`config.mk`:
```
export PLATFORM = sky130hd
export DESIGN_NAME = clock_period_meter
export DESIGN_NICKNAME = d
export VERILOG_FILES = /design/src/rtl/clock_meter_pkg.sv /design/src/rtl/sync_rise_detect.sv /design/src/rtl/clock_period_meter.sv
export SDC_FILE = /design/constraint.sdc
export NUM_CORES = 1
export LEC_CHECK = 0
export BUFFER_PORTS_ARGS = -buffer_cell sky130_fd_sc_hd__buf_2
export CAP_MARGIN = 10
export CORE_ASPECT_RATIO = 0.8
export CORE_MARGIN = 4
export CORE_UTILIZATION = 51
export CTS_BUF_LIST = sky130_fd_sc_hd__clkbuf_8
export DETAILED_ROUTE_END_ITERATION = 6
export PLACE_DENSITY = 0.78
export SYNTH_ARGS = -nofsm -noshare
export SYNTH_HDL_FRONTEND = slang
export SYNTH_SLANG_ARGS = --single-unit
```
`constraint.sdc`:
```
create_clock -name clock_in -period 2 [get_ports clock_in]
set_input_delay 0.1 -clock clock_in [delete_from_list [all_inputs] [get_ports clock_in]]
set_output_delay 0.1 -clock clock_in [all_outputs]
set_load 0.01 [all_outputs]
```
`src/rtl/clock_meter_pkg.sv`:
```
// Shared types and defaults for the clock period meter slice.
// Holds the measurement FSM state encoding and the default counter width.
package clock_meter_pkg;

  localparam int DEFAULT_WIDTH = 32;

  typedef enum logic [0:0] {
    ARM     = 1'b0,
    MEASURE = 1'b1
  } state_t;

endpackage

```
`src/rtl/sync_rise_detect.sv`:
```
// Brings an asynchronous slow signal into the clock_in domain and flags its rising edges.
// sig_s is the synchronized level; rise is a one-cycle strobe derived purely from flops.
module sync_rise_detect #(
  parameter int SYNC_STAGES = 2
) (
  input  logic clock_in,
  input  logic reset,
  input  logic sig_in,
  output logic sig_s,
  output logic rise
);

  logic [SYNC_STAGES-1:0] sync_reg;
  logic                   sig_d_reg;

  always_ff @(posedge clock_in) begin
    if (reset) begin
      sync_reg  <= '0;
      sig_d_reg <= 1'b0;
    end else begin
      sync_reg  <= {sync_reg[SYNC_STAGES-2:0], sig_in};
      sig_d_reg <= sync_reg[SYNC_STAGES-1];
    end
  end

  assign sig_s = sync_reg[SYNC_STAGES-1];
  assign rise  = sig_s & ~sig_d_reg;

endmodule

```
`src/rtl/clock_period_meter.sv`:
```
// Measures period and high time of a slow signal in clock_in cycles.
// The first rise after reset or timeout only arms the meter; each later rise publishes a result.
module clock_period_meter
  import clock_meter_pkg::*;
#(
  parameter int WIDTH       = DEFAULT_WIDTH,
  parameter int SYNC_STAGES = 2
) (
  input  logic             clock_in,
  input  logic             reset,
  input  logic             sig_in,
  input  logic [WIDTH-1:0] timeout_limit,
  output logic [WIDTH-1:0] period_count,
  output logic [WIDTH-1:0] high_count,
  output logic             meas_valid,
  output logic             timeout
);

  localparam logic [WIDTH-1:0] CNT_ONE = WIDTH'(1);
  localparam logic [WIDTH-1:0] CNT_MAX = '1;

  state_t           state_reg;
  logic [WIDTH-1:0] cnt_reg;
  logic [WIDTH-1:0] hcnt_reg;
  logic [WIDTH-1:0] cnt_next;
  logic [WIDTH-1:0] hcnt_next;
  logic             sig_s;
  logic             rise;
  logic             timeout_hit;

  sync_rise_detect #(
    .SYNC_STAGES(SYNC_STAGES)
  ) u_sync (
    .clock_in(clock_in),
    .reset   (reset),
    .sig_in  (sig_in),
    .sig_s   (sig_s),
    .rise    (rise)
  );

  // Counters saturate so a stalled signal never wraps into a plausible short period.
  assign cnt_next    = (cnt_reg == CNT_MAX) ? cnt_reg : cnt_reg + CNT_ONE;
  assign hcnt_next   = (hcnt_reg == CNT_MAX) ? hcnt_reg : hcnt_reg + CNT_ONE;
  assign timeout_hit = (timeout_limit != '0) && (cnt_reg == timeout_limit) && !rise;

  always_ff @(posedge clock_in) begin
    if (reset) begin
      state_reg    <= ARM;
      cnt_reg      <= '0;
      hcnt_reg     <= '0;
      period_count <= '0;
      high_count   <= '0;
      meas_valid   <= 1'b0;
      timeout      <= 1'b0;
    end else begin
      meas_valid <= 1'b0;
      if (rise) begin
        // A rise always wins over a coincident timeout compare.
        state_reg <= MEASURE;
        cnt_reg   <= CNT_ONE;
        hcnt_reg  <= CNT_ONE;
        if (state_reg == MEASURE) begin
          period_count <= cnt_reg;
          high_count   <= hcnt_reg;
          meas_valid   <= 1'b1;
          timeout      <= 1'b0;
        end
      end else if (timeout_hit) begin
        state_reg <= ARM;
        cnt_reg   <= '0;
        hcnt_reg  <= '0;
        timeout   <= 1'b1;
      end else begin
        // In ARM the count keeps running so a dead input still times out.
        cnt_reg <= cnt_next;
        if (state_reg == MEASURE && sig_s) begin
          hcnt_reg <= hcnt_next;
        end
      end
    end
  end

endmodule
```
After elaboration in Yosys (flattened, before gate mapping). Index checks and enable logic that the tools add are counted.

$add $sub $neg: 2. Eq/ne operators: 6. Muxes and demuxes: 13. Bitwise gates (word level): 4. Reductions and logical operators: 13.

Operator list (number): $add A32 B1 Y32 const B (2); $eq A32 B32 Y1 const B (2); $eq A32 B32 Y1 (1); $reduce_bool A32 Y1 (1); $mux W1 (13); $reduce_and A2 Y1 (4); $ne A3 B3 Y1 const B (2); $logic_and A1 B1 Y1 (3); $not A1 Y1 (3); $reduce_bool A3 Y1 (1); $reduce_or A3 Y1 (1); $ne A2 B2 Y1 const B (1); $reduce_bool A2 Y1 (1); $reduce_or A2 Y1 (1); $and A1 B1 Y1 (1); $logic_not A1 Y1 (1).

Flip-flop bits (word level): 134. Bits of input ports: 35.

Longest topological paths before layout. Gate-level depths: netlist of run 1.

Depth after elaboration: 6. Gate-level depth with buffers: 9.

By module. A second synthesis of run 1 with hierarchy kept.

Cells, all modules: 640. Area total of the unflattened synthesis: 6282.3 um2.

Modules (own cells, without submodules): clock_period_meter (instances 1, cells each 633, area each 6194.7 um2, sequential area each 2622.5 um2); sync_rise_detect (instances 1, cells each 7, area each 87.6 um2, sequential area each 60.1 um2).

Worst setup path before layout of run 1. No wires, ideal clock.

Path type: register -> register. Start point: register cnt_reg[8]. End point: register cnt_reg[27]. Arrival time: 1.758 ns. Data required time: 1.885 ns. Setup slack: 0.127 ns. Cell stages (with the launch flop): 7. Path buffers: 0. Clock period less this slack: 1.873 ns. Cells stage by stage: dfxtp_1 -> nand4_4 -> or4_1 -> a311oi_2 -> nand4_1 -> xor2_1 -> nor2_2.

Word-level cells in the longest chain between the ends: 4. Elaborated cells between the ends (all ways): 6. Classes of those cells: add/sub (1); eq/ne (2); reduce/logical (3).

RTL lines: start: declaration (RTL line clock_period_meter.sv:23) `logic [WIDTH-1:0] cnt_reg;`; start signal: assignment (RTL line clock_period_meter.sv:75) `cnt_reg <= cnt_next;`; branches (longest 4 deep; another with $add A32 B1 Y32).

Parallel ways; which one is timed is not known. A chain may end at the register's enable or synchronous reset.

Final worst setup path of run 1.
Start point: register hcnt_reg[27]. End point: register hcnt_reg[19].

Word-level cells in the longest chain between the ends: 3.

RTL lines: start: declaration (RTL line clock_period_meter.sv:24) `logic [WIDTH-1:0] hcnt_reg;`; start signal: assignment (RTL line clock_period_meter.sv:77) `hcnt_reg <= hcnt_next;`; $eq A32 B32 Y1 (RTL line clock_period_meter.sv:43) `assign hcnt_next = (hcnt_reg == CNT_MAX) ? hcnt_reg : hcnt_reg + CNT_ONE;`; $not A1 Y1 (no line); $reduce_and A2 Y1 (no line).

Every way passes these cells.

==> results of run 1 <==
[power by group]
| part | switching, mW | internal [mW] | leakage (nW) |
|---|---|---|---|
| Sequential | 0.0120 | 2.68 | 1.09 |
| Combinational | 0.126 | 0.0950 | 1.70 |
| Clock | 1.06 | 1.42 | 0.213 |
| Total | 1.20 | 4.19 | 3.00 |
[worst max path at each step]
stage / start / end / cells past startpoint
global route: hcnt_reg[0] / hcnt_reg[22] / 8
floorplan: cnt_reg[8] / cnt_reg[27] / 6
CTS: hcnt_reg[8] / hcnt_reg[30] / 6
detailed placement: hcnt_reg[27] / hcnt_reg[19] / 6
global placement: cnt_reg[9] / cnt_reg[27] / 6
finish: hcnt_reg[27] / hcnt_reg[19] / 7
[layout by cell type (no fill, tap or decap), drive strengths merged, types with 15 or more instances in the layout]
| master | count |
|---|---|
| xor2 | 41 |
| nand2 | 28 |
| nor4 | 15 |
| nand3 | 26 |
| a22o | 64 |
| nand4 | 39 |
| buf | 169 |
| nor2 | 75 |
| xnor2 | 44 |
| dfxtp | 134 |
| clkbuf | 20 |
[final cells by class]
class | count | share of cell area
Clock inverter | 13 | 0.0245
Inverter | 4 | 0.00206
Clock buffer | 19 | 0.0358
Tap cell | 144 | 0.0247
Multi-Input combinational cell | 411 | 0.391
Sequential cell | 134 | 0.371
Timing Repair Buffer | 173 | 0.151
[worst reg2reg max path: cells and delay by family, from the launching register on]
family | cells | cell delay, ps
flops | 1 | 360
simple gates | 5 | 1130
buf+inv | 1 | 190
xor+xnor | 1 | 170
[cells in the mapped netlist (3+ instances only)]
master	instances
sky130_fd_sc_hd__nand3_1	25
sky130_fd_sc_hd__nor3_1	8
sky130_fd_sc_hd__buf_1	6
sky130_fd_sc_hd__nand4b_1	4
sky130_fd_sc_hd__xor2_1	41
sky130_fd_sc_hd__or3_1	3
sky130_fd_sc_hd__or4_1	4
sky130_fd_sc_hd__nor2b_1	5
sky130_fd_sc_hd__dfxtp_1	134
sky130_fd_sc_hd__a21oi_1	10
sky130_fd_sc_hd__and2_1	7
sky130_fd_sc_hd__buf_4	5
sky130_fd_sc_hd__clkbuf_1	20
sky130_fd_sc_hd__nor2_1	74
sky130_fd_sc_hd__o21ai_1	4
sky130_fd_sc_hd__nand2_1	28
sky130_fd_sc_hd__nor4_1	12
sky130_fd_sc_hd__nor3b_1	3
sky130_fd_sc_hd__a22o_1	64
sky130_fd_sc_hd__xnor2_1	44
sky130_fd_sc_hd__and3_1	9
sky130_fd_sc_hd__nand4_1	37
sky130_fd_sc_hd__inv_1	3
[what timing repair did]
action / CTS / global route
endpoints found under the setup margin: 5 / 52
hold endpoints to repair: 6 / 0
buffers inserted: 2 / 7
gates cloned: 0 / 1
hold buffers: 3 / 0
resized for setup: 3 / 33
pin swaps: 1 / 8
[routing by layer]
layer / vias to the layer above / global-route usage
met5: - / 0
met4: 0 / 0.0975
met3: 38 / 0.0585
met2: 218 / 0.362
met1: 2466 / 0.308
li1: 2416 / -
[cell families (layout without fill, tap and decap cells)]
group / Yosys count / after routing / synth area share
muxes: 2 / 2 / 0.00356
DFF: 134 / 134 / 0.477
AOI/OAI and AO/OA: 89 / 89 / 0.127
xor gates and xnor gates: 85 / 85 / 0.132
adders and majority gates: 2 / 2 / 0.00445
buffers and inverters: 39 / 209 / 0.0325
and+or+nand+nor: 233 / 233 / 0.223
[stage by stage]
step	instance area, um2	util
detailed placement	6630	0.614
CTS	7130	0.660
global route	7300	0.676
finish	7300	0.676
floorplan	5630	-
global placement	6630	0.614
==> reports/summary.md, run 1 <==
Averaged over all synthesized cells, the footprint is 9.63 um2. For the top achievable clock speed, the log shows 507 MHz. The non-filler instance count after layout was 898. In this run the vertical extent of the chip is 102 um.

The signal on the critical path passes through nand3_1, or4_4, nor4_4, buf_4, nor3_2, xnor2_1, nor2_1. Counting every net in the synthesized netlist gives 621. The post-route clock period utilization was 0.987; the final critical-path required period was 1970 ps. The first-iteration detailed-routing DRC count is 424. Routed signal wires occupy layers up through met4. The global routing usage summed across all routing layers is 0.231.

In the final routing, the length of wire on met1 measures 7030 um. The via count of the first global-routing pass was 4846. Across all layers, the routed design uses 5138 vias. The worst setup path is launched from a flop. Dividing the detail-routed via count by the number of cells gives 5.72.

The synthesized design contains 134 register bits. Total instance count after detailed placement: 853. Endpoint of the most critical register-to-register path: hcnt_reg[19]. 0 antenna diodes ended up in the layout.

The number of synthesized flops with an enable pin is 0. For the final count of negative-setup-slack endpoints, the log shows 0. The tree is rooted in a sky130_fd_sc_hd__clkbuf_8.

Across the VDD grid, the largest voltage drop is 0.000458 V. The master of the slowest instance on the critical path was sky130_fd_sc_hd__or4_4. The number of optimization iterations in the first detailed-route pass was 5; the sum of negative setup slack was 0 ps.

Summed over all nets, wire length on met2 after detailed routing comes to 7270 um. For the boundary pin count, the log shows 101. The worst setup slack for register-to-register paths is 30 ps, and the met3 wire length is 953 um. The number of hold violations in the final report is 0.

STA classifies the critical path endpoint as a flop. The tools report the sequential-to-total area share from yosys stat as 0.477. The total clock buffers created by CTS is 17, and the required time of the critical path is 2320 ps.

Synthesis produced 584 cells. After clock tree synthesis, the clock-pin slew on the worst setup and hold paths is 80 ps. The number of pins with negative max-slew slack in the final report was 0; the layout cell share with drive strength beyond 1 was 0.330. Worst hold-check path type: input port to flop.

The logs give 0 for the number of warnings reported in the yosys synthesis log and 0 for the global-route congestion overflow total. The clock arrives with 10.6 ps of skew. The cell taking the most area after synthesis was sky130_fd_sc_hd__dfxtp_1.

For the post-detailed-routing wire length, the log shows 15600 um. The buffers plus inverters on the worst setup path came out at 1. After detailed routing, the average wire length per cell comes to 17.4 um.

The worst register-to-register path begins at hcnt_reg[27]. The first global-routing pass estimated 23800 um of wire. For the number of distinct standard cells referenced by the synthesized netlist, the log shows 49. Dividing total power by cell area gives a power density of 737 nW/um2. Data on the critical path arrives at its endpoint at 2300 ps. Area overhead of the layout relative to synthesis: 29.8%. During placement, the flow inserted port buffers numbering 100.

In this run the static leakage power is 3.00 nW. Fraction of registers with async set/reset: 0. Routability-driven placement finished with a final weighted congestion of 0.920. TritonCTS built the clock tree.

The tools report the sequential cell area as 2710 um2. By area the synthesized netlist is led by sky130_fd_sc_hd__dfxtp_1, sky130_fd_sc_hd__a22o_1, sky130_fd_sc_hd__xnor2_1. The run gives 0 as the number of nets with antenna violations after detailed routing.

The clock tree synthesis step divided the H-tree into 4 levels. At the end of the flow, the number of nets in the layout was 778. The kind of critical path is flop to flop. The hold-critical path depth is 7, and the max-cap violation count is 0. For the number of DRC violations after detailed routing, the log shows 0. In this run the most critical hold path is launched from timeout_limit[15]. The logs give 41 for the largest net degree at the start of global routing and 10700 um for the placed wire-length estimate after detailed placement. OpenSTA, run right after detailed placement, puts the worst setup slack at -73.1 ps. For this run, the slowest stage of the critical path takes 570 ps. In the final layout, the multi-input gates occupy 2860 um2. The layout has 835 filler cells.

In this run the cell area of the synthesized design comes to 5630 um2. The biggest fanout along the worst timing path was 3. The logs give 12800 um2 for the die area and 0.521 for the starting density of the core. The clock latency of the later-clocked register in the worst-skew pair came out at 440 ps.

The tools report the capture endpoint of the worst hold path as hcnt_reg[0]. In the synthesized netlist the dominant register cell turns out to be sky130_fd_sc_hd__dfxtp_1. The run finished with clean final reports. The number of cells on the worst reg-to-reg path is 7. After floorplanning, the core was sized to cover 10800 um2. In this run the deepest clock path goes through 2 buffers. The remaining max-slew budget at the tightest pin came out at 0.736.

The clock drives 134 sinks. The initial antenna violation count came out at 0. The number of standard-cell rows in the floorplan is 34. The x dimension of the die came out at 125 um.

The post-layout worst setup margin was 26.3 ps; the slew at the pin closest to its max-slew limit was 393 ps. The design draws 5.39 mW. Final hold analysis gives a worst-case slack of 398 ps.

On the critical path the largest part of the delay comes from simple AND/OR/NAND/NOR gates. Top-area cell type share of the netlist area: 0.477.
(Power assumes the default switching activity.)
==> inputs of run 2 (changes only) <==
--- a/config.mk
+++ b/config.mk
@@ -8,7 +8,7 @@
 export BUFFER_PORTS_ARGS = -buffer_cell sky130_fd_sc_hd__buf_2
 export CAP_MARGIN = 10
 export CORE_ASPECT_RATIO = 0.8
-export CORE_MARGIN = 4
+export CORE_MARGIN = 2
 export CORE_UTILIZATION = 51
 export CTS_BUF_LIST = sky130_fd_sc_hd__clkbuf_8
 export DETAILED_ROUTE_END_ITERATION = 6
==> run 2 against run 1 <==
- clock power decreased by 8.9%
- clock-buffer cell count decreased by 1
- combinational power about the same
- utilization decreased by 0.23 points
- flip-flop and latch count unchanged
- sequential share of layout area increased by 0.18 points
- largest cell class unchanged
- first-iteration DRC count decreased by 2.8%
- highest routed layer unchanged
- largest power group unchanged
- sequential power about the same
- clock skew increased by 5.0 ps
- the flow now finishes with violations (setup timing)
==> reports/summary.md, run 2 (same netlist as run 1, synthesis figures left out) <==
The via count of the first global-routing pass was 4947 (was 4846); the number of DRC violations after detailed routing was 0 (unchanged). The logs give 0 (unchanged) for the number of hold violations in the final report and 2.98 nW (was 3.00 nW) for the standby leakage power. The run finished, with violations left.

The first-iteration detailed-routing DRC count was 412 (was 424); the top achievable clock speed was 496 MHz (was 507 MHz). The required time of the critical path was 2340 ps (was 2320 ps); the starting density of the core was 0.521 (unchanged). The number of nets with antenna violations after detailed routing was 0 (unchanged); the cell area power density was 709 nW/um2 (was 737 nW/um2).

The biggest fanout along the worst timing path was 3 (unchanged). The post-layout worst setup margin is -15.9 ps (was 26.3 ps). The placed wire-length estimate after detailed placement was 10900 um (was 10700 um); the clock sink count was 134 (unchanged). The routability congestion estimate is 0.908 (was 0.920). The final reports fail on setup timing. Post-route clock period utilization: 1.01 (was 0.987). The boundary pin count is 101 (unchanged), and the final critical-path required period is 2020 ps (was 1970 ps). The average wire per standard cell came out at 17.4 um (about the same). TritonCTS built the clock tree. The global-route wire length before repair was 24300 um (was 23800 um). Clock slew at the register clock pins of the worst setup and hold paths: 90 ps (was 80 ps).

The number of pins with negative max-slew slack in the final report was 0 (unchanged). The run gives -15.9 ps (was 0 ps) as the sum of negative setup slack. The max-cap violation count came out at 0 (unchanged).

The initial antenna violation count was 0 (unchanged); the largest net degree at the start of global routing was 50 (was 41). The height of the chip works out to 97.9 um (was 102 um). The tools report the final count of negative-setup-slack endpoints as 1 (was 0). The launch instance of the worst min-delay path was timeout_limit[15] (unchanged). The tools report the total power consumption of the routed design as 5.16 mW (was 5.39 mW). Kind of end point of the critical path: a flop (unchanged). The final instance area was 7280 um2 (was 7300 um2); the number of optimization iterations in the first detailed-route pass was 7 (was 5).

The kind of critical path was flop to flop (unchanged). Setup repair after global routing could not meet its margin everywhere. The routed via count is 5088 (was 5138).

The remaining max-slew budget at the tightest pin came out at 0.709 (was 0.736). Most frequent cells in the layout: sky130_fd_sc_hd__dfxtp_1, sky130_fd_sc_hd__buf_2, sky130_fd_sc_hd__nor2_1 (unchanged). For the post-detailed-routing wire length, the log shows 15700 um (was 15600 um). The logs give 0.000545 V (was 0.000458 V) for the worst vdd rail ir drop and 0.674 (was 0.676) for the utilization after layout. The setup skew after layout is 15.7 ps (was 10.6 ps), and the x dimension of the die is 121 um (was 125 um). The total area of multi-input combinational cells was 2870 um2 (was 2860 um2). The library cell used as clock root buffer was sky130_fd_sc_hd__clkbuf_8 (unchanged). The tools report the cell area reported after detailed placement as 6650 um2 (was 6630 um2).

The tools report the total clock buffers created by CTS as 17 (unchanged). Origin of the critical flop-to-flop path: hcnt_reg[10] (was hcnt_reg[27]). The sequential cell area came out at 2710 um2 (about the same). The data arrival time of the critical path is 2350 ps (was 2300 ps). The area of the core was 10800 um2 (unchanged).

The count of port buffers added during placement is 100 (unchanged), and the global routing usage summed across all routing layers is 0.257 (was 0.231). The count of filler cells inserted in the layout was 847 (was 835). The logs give 0 (unchanged) for the global-route congestion overflow total and 34 (unchanged) for the number of standard-cell rows in the floorplan. The startpoint kind of the worst setup timing path was a flop (unchanged). Most common cell after layout, fill and taps aside: sky130_fd_sc_hd__dfxtp_1 (unchanged). The die area was 11900 um2 (was 12800 um2); the clock latency of the later-clocked register in the worst-skew pair was 440 ps (about the same). The layout cell share with drive strength beyond 1 is 0.337 (was 0.330). The via-per-instance ratio is 5.65 (was 5.72), and the largest buffer count on any clock path is 2 (unchanged). The number of nets in the finished design is 780 (was 778). The slew at the pin closest to its max-slew limit came out at 436 ps (was 393 ps).

The worst hold-check path type is input port to flop (unchanged). The worst setup path startpoint was hcnt_reg[10] (was hcnt_reg[27]). The deepest level of the CTS H-tree is 4 (unchanged), and the area overhead of the layout relative to synthesis is 29.4% (was 29.8%).

Final antenna diode count: 0 (unchanged).
[run 2: worst max-delay path, cell delays in order (launching register included)]
cell and delay [ps]:
sky130_fd_sc_hd__dfxtp_4 380, sky130_fd_sc_hd__nand3_4 80, sky130_fd_sc_hd__or4_4 560, sky130_fd_sc_hd__nor4_4 370
sky130_fd_sc_hd__buf_4 200, sky130_fd_sc_hd__nor3b_2 60, sky130_fd_sc_hd__xnor2_1 200, sky130_fd_sc_hd__nor2_1 60
[run 2: cell type report]
cell class,instances,area share
Multi-Input combinational cell,411,0.395
Sequential cell,134,0.373
Clock buffer,18,0.0340
Inverter,4,0.00206
Tap cell,144,0.0248
Clock inverter,14,0.0208
Timing Repair Buffer,175,0.151
[run 2: power by group]
group          leakage [nW]  switching, mW  internal (mW)
combinational          1.69          0.128         0.0920
clock                 0.194           1.11           1.15
sequential             1.09        0.00923           2.68
total                  2.98           1.24           3.92
[run 2: worst paths after layout]
check             slack (ps)            endpoint  depth (start not counted)
setup reg to reg         -20        hcnt_reg[21]                          7
hold reg to reg          460  u_sync.sync_reg[1]                          1
setup / recovery         -20        hcnt_reg[21]                          7
hold / removal           400         hcnt_reg[0]                          7
[run 2: what timing repair did]
| action | in CTS | in global routing |
|---|---|---|
| endpoints found under the setup margin | 5 | 66 |
| gates resized for setup | 2 | 40 |
| pin swaps | 1 | 12 |
| setup buffers | 2 | 9 |
| endpoints found under the hold margin | 6 | 0 |
| hold buffers | 3 | 0 |
[run 2: stage by stage]
step,hold WS [ps],cells,setup slack [ps]
finish,396,900,-15.9
global route,438,900,-95.4
CTS,392,892,4.28
detailed placement,371,855,-67.7
global placement,377,855,-14.8
floorplan,169,584,127
[run 2: per-layer routing]
| metal | GRT usage | part of all wire | vias up |
|---|---|---|---|
| met5 | 0 | 0 | - |
| met4 | 0.0920 | 0.018 | 0 |
| met3 | 0.0590 | 0.071 | 28 |
| met2 | 0.392 | 0.46 | 212 |
| met1 | 0.356 | 0.45 | 2435 |
| li1 | - | - | 2413 |
